<file path="src/rtl/uart_pkg.sv">
// rtl/uart_pkg.sv - shared types and constants for the UART packet receiver
package uart_pkg;

    localparam logic [7:0] SYNC_BYTE_DEF = 8'hA5;
    localparam int         PKT_BYTES     = 7;
    localparam int         ADDR_W        = 16;
    localparam int         DATA_W        = 32;

    typedef enum logic [2:0] {
        S_SYNC,
        S_ADDR_HI,
        S_ADDR_LO,
        S_DATA,
        S_CSUM,
        S_ISSUE
    } state_t;

endpackage

</file>
<file path="src/rtl/uart_byte_strobe.sv">
// rtl/uart_byte_strobe.sv - one-cycle strobe on the rising edge of the receiver's level valid
module uart_byte_strobe (
    input  logic i_clk,
    input  logic i_rst,
    input  logic i_valid,
    output logic o_stb
);

    logic r_valid_d;

    // Resets high so a valid level already present at reset release is not seen as a new byte.
    always_ff @(posedge i_clk) begin
        if (i_rst) begin
            r_valid_d <= 1'b1;
        end else begin
            r_valid_d <= i_valid;
        end
    end

    assign o_stb = i_valid & ~r_valid_d;

endmodule

</file>
<file path="src/rtl/uart_pkt_rx.sv">
// rtl/uart_pkt_rx.sv - frames sync/addr/data/xor-checksum packets into bus writes; UART_PKT_RX_TIMEOUT_EN adds an inter-byte timeout
module uart_pkt_rx
    import uart_pkg::*;
#(
    parameter logic [7:0] SYNC_BYTE    = SYNC_BYTE_DEF,
    parameter int         TIMEOUT_CLKS = 4096
) (
    input  logic              i_clk,
    input  logic              i_rst,
    input  logic [7:0]        i_byte,
    input  logic              i_byte_valid,
    output logic [ADDR_W-1:0] o_wr_addr,
    output logic [DATA_W-1:0] o_wr_data,
    output logic              o_wr_valid,
    input  logic              i_wr_ready,
    output logic              o_err_csum,
    output logic              o_err_overrun,
    output logic              o_busy
);

    state_t              r_state;
    logic [7:0]          r_acc;
    logic [1:0]          r_idx;
    logic [ADDR_W-1:0]   r_addr;
    logic [DATA_W-1:0]   r_data;
    logic [ADDR_W-1:0]   r_wr_addr;
    logic [DATA_W-1:0]   r_wr_data;
    logic                r_wr_valid;
    logic                r_err_csum;
    logic                r_err_overrun;
    logic                w_stb;
    logic                w_timeout;

    uart_byte_strobe u_stb (
        .i_clk   (i_clk),
        .i_rst   (i_rst),
        .i_valid (i_byte_valid),
        .o_stb   (w_stb)
    );

`ifdef UART_PKT_RX_TIMEOUT_EN
    localparam int TO_W = $clog2(TIMEOUT_CLKS + 1);

    logic [TO_W-1:0] r_to_cnt;

    always_ff @(posedge i_clk) begin
        if (i_rst || w_stb || r_state == S_SYNC || r_state == S_ISSUE) begin
            r_to_cnt <= '0;
        end else begin
            r_to_cnt <= r_to_cnt + 1'b1;
        end
    end

    assign w_timeout = (r_to_cnt == TO_W'(TIMEOUT_CLKS));
`else
    // Feature compiled out: the comparison is constant false and only keeps the parameter referenced.
    assign w_timeout = (TIMEOUT_CLKS < 0);
`endif

    always_ff @(posedge i_clk) begin
        if (i_rst) begin
            r_state       <= S_SYNC;
            r_acc         <= '0;
            r_idx         <= '0;
            r_addr        <= '0;
            r_data        <= '0;
            r_wr_addr     <= '0;
            r_wr_data     <= '0;
            r_wr_valid    <= 1'b0;
            r_err_csum    <= 1'b0;
            r_err_overrun <= 1'b0;
        end else begin
            r_err_csum    <= 1'b0;
            r_err_overrun <= 1'b0;
            if (w_timeout) begin
                r_state <= S_SYNC;
            end else begin
                case (r_state)
                    S_SYNC: begin
                        if (w_stb && i_byte == SYNC_BYTE) begin
                            r_acc   <= '0;
                            r_state <= S_ADDR_HI;
                        end
                    end
                    S_ADDR_HI: begin
                        if (w_stb) begin
                            r_addr[15:8] <= i_byte;
                            r_acc        <= r_acc ^ i_byte;
                            r_state      <= S_ADDR_LO;
                        end
                    end
                    S_ADDR_LO: begin
                        if (w_stb) begin
                            r_addr[7:0] <= i_byte;
                            r_acc       <= r_acc ^ i_byte;
                            r_idx       <= '0;
                            r_state     <= S_DATA;
                        end
                    end
                    S_DATA: begin
                        if (w_stb) begin
                            r_data[{r_idx, 3'b000} +: 8] <= i_byte;
                            r_acc <= r_acc ^ i_byte;
                            r_idx <= r_idx + 2'd1;
                            if (r_idx == 2'd3) begin
                                r_state <= S_CSUM;
                            end
                        end
                    end
                    S_CSUM: begin
                        if (w_stb) begin
                            // Outputs only change here, so the bus never sees a half-built packet.
                            if ((r_acc ^ i_byte) == 8'h00) begin
                                r_wr_addr  <= r_addr;
                                r_wr_data  <= r_data;
                                r_wr_valid <= 1'b1;
                                r_state    <= S_ISSUE;
                            end else begin
                                r_err_csum <= 1'b1;
                                r_state    <= S_SYNC;
                            end
                        end
                    end
                    S_ISSUE: begin
                        if (w_stb) begin
                            r_err_overrun <= 1'b1;
                        end
                        if (i_wr_ready) begin
                            r_wr_valid <= 1'b0;
                            r_state    <= S_SYNC;
                        end
                    end
                    default: begin
                        r_state <= S_SYNC;
                    end
                endcase
            end
        end
    end

    assign o_wr_addr     = r_wr_addr;
    assign o_wr_data     = r_wr_data;
    assign o_wr_valid    = r_wr_valid;
    assign o_err_csum    = r_err_csum;
    assign o_err_overrun = r_err_overrun;
    assign o_busy        = (r_state != S_SYNC);

endmodule

</file>
<file path="config.mk">
export PLATFORM = sky130hd
export DESIGN_NAME = uart_pkt_rx
export DESIGN_NICKNAME = d
export VERILOG_FILES = /design/src/rtl/uart_pkg.sv /design/src/rtl/uart_byte_strobe.sv /design/src/rtl/uart_pkt_rx.sv
export SDC_FILE = /design/constraint.sdc
export NUM_CORES = 1
export LEC_CHECK = 0
export CAP_MARGIN = 15
export CORE_MARGIN = 8
export CORE_UTILIZATION = 57
export DETAILED_ROUTE_END_ITERATION = 8
export PLACE_DENSITY = 0.82
export SLEW_MARGIN = 20
export SYNTH_ARGS = -nofsm -noshare
export SYNTH_HDL_FRONTEND = slang
export SYNTH_SLANG_ARGS = --single-unit
</file>
<file path="constraint.sdc">
create_clock -name i_clk -period 5 [get_ports i_clk]
set_input_delay 0.5 -clock i_clk [delete_from_list [all_inputs] [get_ports i_clk]]
set_output_delay 0.5 -clock i_clk [all_outputs]
set_load 0.1 [all_outputs]
</file>
==> flow_summary_export.csv, run 1 <==
group,metric,value,unit
cts,clockRootBuffer,"clkbuf_8",
cts,htreeDepth,4,
sta,slew_headroom,32.5,%
route,ant_nets,0,
die,num_rows,34,
route,highest_layer,"met4",
synth,yosysWarnings,0,
die,die-area,12100,um^2
route,met3_length,1040,um
route,drc_errors,0,
power,pwr_density_cell,350,nW/um^2
cells_and_area,layout-drive-gt1-share,7.91,%
sta,rsz0062_at_grt,"no",
power,power_switching,0.483,mW
sta,period_needed,3.25,ns
synth,synthCells,559,
die,die_w,110,um
power,peakVddDrop,0.208,mV
sta,setup_tns,0,ns
sta,finalClockSkew,0.00729,ns
synth,netlist.area_leader.share,45.1,%
die,ios,64,
flow_run,drv_cap,0,
synth,synth.area.top_cells,"dfxtp_1 (45%), a21oi_1 (8.2%), o31ai_1 (7.3%)",
cells_and_area,num_antenna_cells,0,
cells_and_area,final_area,6030,um^2
route,drt-met1-wl,5730,um
cts,path_clk_slew,0.05,ns
global_route,grt_max_degree,115,
synth,avgSynthCellArea,8.98,um^2
worst_setup_path,required,4.50,ns
global_route,antenna_found_initial,0,
worst_setup_path,critPathKind,"reg -> out",
placed_design,dp_hpwl,8120,um
worst_setup_path,end_kind,"output pin",
hold_path,hold_path_class,"reg -> reg",
worst_setup_path,cp_data_arrival_time,2.75,ns
sta,period_share,65.0,%
synth,synth-edff-count,0,
synth,synth_ff_type,"dfxtp_1",
power,p_comb_share,5.6,%
placed_design,portBuffers,63,
global_route,grt_first_pass_wirelength,21300,um
global_route,grt_pass1_vias,4286,
cts,hold_buffers,0,
die,die_height,110,um
global_route,track_usage,22.4,%
cells_and_area,areaGrowthSynthToFinish,20.1,%
synth,async_flop_share,0,%
synth,synth_area,5020,um^2
cts,cts_buffers,17,
cells_and_area,final_nets,601,
worst_setup_path,setup.worst_path.start_class,"flip-flop",
worst_setup_path,crit_path_max_fanout,22,
sta,fmax,308,MHz
placed_design,postPlaceCellArea,5500,um^2
synth,seq_area_frac_synth,45.1,%
synth,synth_cell_type_count,50,
cts,post_cts_resized,0,
power,power_frac_seq,43.5,%
route,viasPerCell,6.47,
placed_design,place_congestion,0.829,
sta,finalSetupViolCount,0,
sta,hold_violations,0,
power,switching_share,22.9,%
cts,insertion_delay,0.51,ns
die,core_area,8640,um^2
sta,worst_slew_pin_slew,1.01,ns
route,drt_wl_total,13300,um
route,wl_met2,6240,um
cts,cts.sinks,113,
route,vias,4542,
power,p_int,1.63,mW
synth,yosysTopAreaCell,"dfxtp_1",
synth,ys_ff_latch,113,
global_route,grt_remaining_overflow,0,
route,dr.pass1.iters,5,
synth,syn-num-nets,577,
cts,cts_setup_buffers,0,
outcome,status,"completed",
route,drtIter0Drc,311,
power,pwr-share-clk,50.8,%
cts,cts_max_path_buffers,2,
cts,tritoncts,"built",
die,initial_core_util,58.1,%
power,p_leak,2.01,nW
sta,drv_slew,0,
route,avgRoutedWirePerCell,19.0,um
==> cell usage after synthesis (2+ instances only) <==
cell type	number
and3_1	5
buf_2	28
o2bb2ai_1	7
nor3b_1	3
clkbuf_1	24
buf_6	5
nand4_1	50
nor2_1	21
nand2_1	37
nand2b_1	2
nor4b_1	7
dfxtp_1	113
and4_1	2
buf_4	9
a21oi_1	82
a31o_1	7
mux2i_1	17
xnor2_1	8
inv_1	5
nor3_1	4
nor2b_1	2
nand3_1	37
a41o_1	2
ha_1	6
or3_1	2
o31ai_1	49
and4bb_2	2
==> cell type report <==
class,count,area (um^2)
inverters,6,22.5
repair buffers,71,692
fillers,680,2610
clock inverters,6,57.6
multi-input cells,374,2390
flip-flops and latches,113,2260
well taps,108,135
clock buffers,24,470
==> per-layer routing <==
layer  vias up  GRT usage [%]
li1       2122              -
met5         -              0
met4         0           8.97
met1      2195           29.0
met3        33           6.74
met2       192           34.1
==> power by group through the flow <==
stage                     clock network (mW)  registers [mW]  logic (mW)
after global placement                     0           0.937       0.114
final                                   1.07           0.919       0.119
after detailed placement                   0           0.937       0.116
after CTS                               1.08           0.919       0.117
after floorplan                            0           0.928      0.0987
after global routing                    1.13           0.919       0.126
==> state kept, by name, summed over array words and instances, names as in the netlist <==
name / cells
r_data: 32
o_err_overrun: 1
o_wr_data: 32
o_wr_addr: 16
r_idx: 2
r_state: 3
o_err_csum: 1
r_acc: 8
o_wr_valid: 1
u_stb.r_valid_d: 1
r_addr: 16
==> placed cells by master (no fill, tap or decap), drive strengths merged, types with 8 or more instances in the layout <==
cell,n
nand3,37
nor2,21
clkdlybuf4s50,62
dfxtp,113
o31ai,49
nand4,50
nand2,37
a21oi,82
a31o,8
mux2i,17
clkbuf,24
buf,9
xnor2,8
==> path summary, 6_finish.rpt <==
| path | to | slack, ns | depth (start not counted) | startpoint |
|---|---|---|---|---|
| max reg2reg | o_wr_data[29] | 2.59 | 5 | r_state[0] |
| min reg2reg | r_data[24] | 0.45 | 2 | r_data[24] |
| max | o_busy | 1.75 | 2 | r_state[0] |
| min | r_data[24] | 0.45 | 2 | r_data[24] |
==> cells by family after synthesis <==
logic type	synth area share, %
mux	3.61
xor+xnor	1.40
fa+ha+maj	1.50
flops	45.1
buf+inv	7.50
compound gates	19.8
simple gates	21.1
==> stage by stage <==
stage	util [%]	hold WS [ns]	worst slack, ns	total power [mW]	std cells
6_report	69.8	0.454	1.75	2.11	702
5_1_grt	69.8	0.470	1.68	2.17	702
4_1_cts	69.8	0.446	1.75	2.11	702
3_5_place_dp	63.6	0.446	1.76	1.05	672
3_3_place_gp	63.6	0.441	1.88	1.05	672
2_1_floorplan	-	0.432	3.26	1.03	559
==> worst max-delay path: stages (launching register included) <==
cell	delay (ns)
dfxtp_1	0.84
or3_4	0.27
clkdlybuf4s50_1	1.13
(Power assumes the default switching activity.)
==> run 2, diff against run 1 <==
CORE_UTILIZATION = 50   (was 57)
PLACE_DENSITY = 0.76   (was 0.82)
clock period = 2.8 ns   (was 5 ns; I/O delays follow)
==> run 2 against run 1 <==
Effect of this change:
- non-clock buffer count up 20
- register-to-register slack worse by 1.7 ns
- total power grew 83%
- cell area rose by 1.3%
- worst setup slack worse by 0.89 ns
- first-iteration DRC count rose by 44%
- core utilization decreased by 7.3 points
- final cell count increased by 6.7%
- clock-buffer cell count decreased by 1
- clock skew increased by 0.0014 ns
- flip-flop and latch count is the same
==> flow_summary_export.csv, run 2 (synthesized netlist as in run 1, its figures left out) <==
group,metric,value,unit
route,ant_nets,0,
worst_setup_path,required,3.20,ns
cts,cts.sinks,113,
route,avgRoutedWirePerCell,17.8,um
die,ios,64,
flow_run,drv_cap,0,
sta,period_share,69.4,%
route,dr.pass1.iters,6,
die,num_rows,36,
cts,insertion_delay,0.52,ns
sta,finalSetupViolCount,0,
cts,cts_setup_buffers,0,
cts,path_clk_slew,0.06,ns
hold_path,min_from,"i_rst",
worst_setup_path,setup.worst_path.start,"r_state[2]",
global_route,grt_pass1_vias,4452,
die,die_height,116,um
sta,hold_violations,0,
global_route,grt_first_pass_wirelength,21900,um
global_route,track_usage,20.5,%
die,core_area,9770,um^2
cells_and_area,final_area,6110,um^2
sta,rsz0062_at_grt,"no",
sta,setup_tns,0,ns
sta,slew_headroom,58.5,%
placed_design,place_inst,717,
worst_setup_path,reg2reg_slack,0.86,ns
power,peakVddDrop,0.276,mV
route,drc_errors,0,
die,die_w,116,um
power,power,3.87,mW
cts,clockRootBuffer,"clkbuf_8",
cells_and_area,final_cell_mix,"dfxtp_1 (113), a21oi_1 (82), buf_4 (81)",
die,die-area,13500,um^2
cts,cts_max_path_buffers,2,
cells_and_area,num_antenna_cells,0,
placed_design,portBuffers,63,
cts,cts_buffers,17,
outcome,status,"completed",
placed_design,dp_hpwl,8560,um
power,pwr_density_cell,634,nW/um^2
die,initial_core_util,51.4,%
cts,post_cts_resized,0,
placed_design,postPlaceCellArea,5550,um^2
sta,worst_slew_pin_slew,0.621,ns
hold_path,hold_path_class,"in -> reg",
global_route,grt_max_degree,64,
route,drt_wl_total,13400,um
power,p_leak,2.22,nW
sta,finalClockSkew,0.00866,ns
sta,period_needed,1.94,ns
cells_and_area,layout_commonest_cell,"dfxtp_1",
worst_setup_path,cp_data_arrival_time,2.35,ns
cts,tritoncts,"built",
cells_and_area,layout-drive-gt1-share,20.0,%
cells_and_area,areaGrowthSynthToFinish,21.6,%
placed_design,place_congestion,0.793,
worst_setup_path,r2r_start,"r_state[2]",
route,viasPerCell,5.95,
global_route,antenna_found_initial,0,
cts,hold_buffers,0,
cells_and_area,fin_cells,749,
cells_and_area,final_nets,621,
cts,htreeDepth,4,
sta,drv_slew,0,
global_route,grt_remaining_overflow,0,
cells_and_area,post-route-util,62.5,%
worst_setup_path,setup.worst_path.start_class,"flip-flop",
sta,fmax,515,MHz
worst_setup_path,end_kind,"flip-flop",
route,drtIter0Drc,449,
route,vias,4459,
worst_setup_path,critPathKind,"reg -> reg",
worst_setup_path,crit_path_max_fanout,16,
run 2: changes by cell type in the layout (fill, tap and decap cells not counted), sizes merged:
cell	delta
buf	+72
clkbuf	-1
clkdlybuf4s50	-52
clkinv	+1
clkinvlp	+2
run 2: final timing paths:
kind                            cells past startpoint         to
worst max-delay path                                4   r_acc[7]
worst min-delay path                                2  r_addr[1]
worst max register to register                      4   r_acc[7]
worst min register to register                      2  r_data[3]
run 2: where the power goes:
part / leakage, nW / switching (mW) / internal, mW
Clock: 0.270 / 0.741 / 1.26
Combinational: 1.04 / 0.166 / 0.0751
Sequential: 0.910 / 0.00900 / 1.62
Total: 2.22 / 0.915 / 2.96
run 2: final cells by class:
| class | instances | area [um^2] |
|---|---|---|
| sequential | 113 | 2260 |
| multi-input combinational | 374 | 2390 |
| timing repair buffer | 91 | 708 |
| inverter | 6 | 22.5 |
| tap | 133 | 166 |
| clock inverter | 9 | 81.3 |
| clock buffer | 23 | 477 |
| fill | 803 | 3670 |
run 2: worst max-delay path: stages (launching register included):
cell and delay, ns:
dfxtp_1 0.56, o21bai_2 0.31, or2_1 0.51, a21oi_1 0.14, o32ai_1 0.31
run 2: metrics by stage:
step                setup slack (ns)  hold WS, ns
finish                         0.858        0.216
global route                   0.765        0.235
CTS                            0.870        0.203
detailed placement             0.548        0.445
global placement               0.634        0.439
floorplan                       1.06        0.387
run 2: routing by layer:
| metal | vias to the layer above | global-route usage (%) | share of wire (%) |
|---|---|---|---|
| li1 | 2166 | - | - |
| met1 | 2105 | 24.9 | 43 |
| met2 | 154 | 33.3 | 48 |
| met3 | 34 | 4.96 | 6.1 |
| met4 | 0 | 10.5 | 2.4 |
| met5 | - | 0 | 0 |
==> run 3, diff against run 2 <==
clock period = 1.55 ns   (was 2.8 ns; I/O delays follow)
==> run 3 against run 2 <==
Effect of this change:
- the run now ends with setup timing left
- first-iteration DRC count grew 37%
- global-route usage rose by 2.6 points
- die area stayed put
- largest power group unchanged
==> flow_summary_export.csv, run 3 (synthesized netlist as in run 1, its figures left out) <==
group,metric,value,unit
outcome,status,"finished, violations left",
outcome,violations,"setup timing",
cells_and_area,layout_commonest_cell,"dfxtp_1",
die,die-area,13500,um^2
route,drt_wl_total,21100,um
cts,insertion_delay,0.54,ns
sta,worst_slew_pin_slew,0.538,ns
power,peakVddDrop,0.951,mV
worst_setup_path,setup.worst_path.start_class,"flip-flop",
flow_run,drv_cap,0,
cells_and_area,num_antenna_cells,0,
cells_and_area,register_area,2280,um^2
sta,setup_slack,-0.182,ns
global_route,grt_remaining_overflow,0,
sta,drv_slew,0,
route,vias,5509,
die,die_height,116,um
cts,path_clk_slew,0.06,ns
global_route,track_usage,23.1,%
worst_setup_path,crit_chain,"buf_4 -> nor3b_4 -> nand2_4 -> clkbuf_16 -> o31ai_4 -> a21oi_1",
sta,rsz0062_at_grt,"yes",
placed_design,place_inst,739,
hold_path,hold_path_class,"in -> reg",
placed_design,dp_hpwl,9330,um
die,initial_core_util,51.4,%
die,ios,64,
worst_setup_path,cp_top_family,"simple AND/OR/NAND/NOR gates",
cells_and_area,areaGrowthSynthToFinish,63.4,%
die,num_rows,36,
cts,cts.sinks,113,
cells_and_area,fin_cells,798,
die,die_w,116,um
placed_design,dpl_worst_slack,-0.366,ns
die,core_area,9770,um^2
global_route,grt_pass1_vias,4782,
cells_and_area,post-route-util,83.9,%
worst_setup_path,critPathKind,"reg -> reg",
worst_setup_path,crit_path_max_fanout,10,
sta,finalClockSkew,0.00660,ns
worst_setup_path,end_kind,"flip-flop",
cts,tritoncts,"built",
cells_and_area,multi_input_area,3140,um^2
worst_setup_path,crit_buf_inv,2,
cells_and_area,final_cell_mix,"dfxtp_1 (103), a21oi_1 (69), buf_12 (59)",
route,dr.pass1.iters,5,
sta,finalSetupViolCount,90,
route,drc_errors,0,
power,p_leak,2.85,nW
global_route,grt_max_degree,50,
sta,period_needed,1.73,ns
global_route,grt_first_pass_wirelength,24500,um
placed_design,place_congestion,0.887,
worst_setup_path,cp_data_arrival_time,2.13,ns
sta,period_share,112,%
global_route,antenna_found_initial,0,
sta,hold_violations,0,
cts,htreeDepth,4,
worst_setup_path,cpPeakStageDelay,0.34,ns
power,pwr_density_cell,944,nW/um^2
cts,clockRootBuffer,"clkbuf_8",
sta,slew_headroom,64.1,%
sta,fmax,577,MHz
worst_setup_path,required,1.95,ns
cells_and_area,layout-drive-gt1-share,41.5,%
cells_and_area,nFillCells,464,
cts,cts_buffers,17,
route,ant_nets,0,
cts,cts_max_path_buffers,2,
route,viasPerCell,6.90,
worst_setup_path,cp_slowest_cell,"dfxtp_4",
cells_and_area,final_nets,670,
placed_design,portBuffers,63,
route,drtIter0Drc,614,
route,avgRoutedWirePerCell,26.4,um
-- run 3: changes by cell type in the layout (fill, tap and decap cells not counted), sizes merged --
cell	previous run	this run
inv	5	9
buf	81	122
clkbuf	23	25
clkinvlp	3	2
dlygate4sd3	0	1
bufinv	1	3
-- run 3: through the flow --
step | hold WS (ns) | setup TNS [ns] | total power [mW] | cell area, um^2
after floorplan | 0.262 | -7.02 | 3.33 | 5060
after global placement | 0.439 | -20.07 | 3.51 | 6460
after detailed placement | 0.447 | -25.88 | 3.53 | 6460
after CTS | 0.321 | -0.187 | 7.49 | 7250
after global routing | 0.341 | -10.40 | 7.89 | 8200
final | 0.338 | -7.28 | 7.74 | 8200
-- run 3: final cells by class --
type / count / share of cell area, %
flip-flops and latches: 113 / 27.8
inverters: 6 / 0.275
repair buffers: 140 / 24.2
multi-input cells: 374 / 38.3
clock inverters: 14 / 2.18
well taps: 133 / 2.03
clock buffers: 18 / 5.22
-- run 3: power by group --
part,internal [mW],leakage (nW),switching (mW)
logic,0.285,1.64,0.457
registers,2.92,0.916,0.0142
clock network,2.52,0.294,1.55
total,5.72,2.85,2.02
-- run 3: path summary, 6_finish.rpt --
kind / startpoint / end / cells past startpoint / slack, ns
max: r_state[1] / o_wr_data[14] / 6 / -0.18
min: i_byte_valid / u_stb.r_valid_d / 2 / 0.34
max reg2reg: r_state[1] / o_wr_data[14] / 6 / -0.18
min reg2reg: r_data[17] / r_data[17] / 2 / 0.46
-- run 3: per-layer routing --
layer	global-route usage, %	share of wire (%)	vias up
li1	-	-	2271
met2	39.5	47	442
met3	6.51	10	151
met1	27.0	36	2645
met4	8.64	6.7	0
met5	0	0	-
-- run 3: what timing repair did --
item	in CTS	in global routing
hold endpoints to repair	6	0
setup endpoints to repair	99	104
hold buffers	1	0
gates resized for setup	32	132
setup buffers	7	9
gates cloned	0	11
pin swaps	6	21
-- run 3: worst reg2reg max path, stage by stage, from the launching register on --
cell and delay [ns]:
dfxtp_4 0.34, buf_4 0.17, nor3b_4 0.26, nand2_4 0.18, clkbuf_16 0.24, o31ai_4 0.28, a21oi_1 0.11
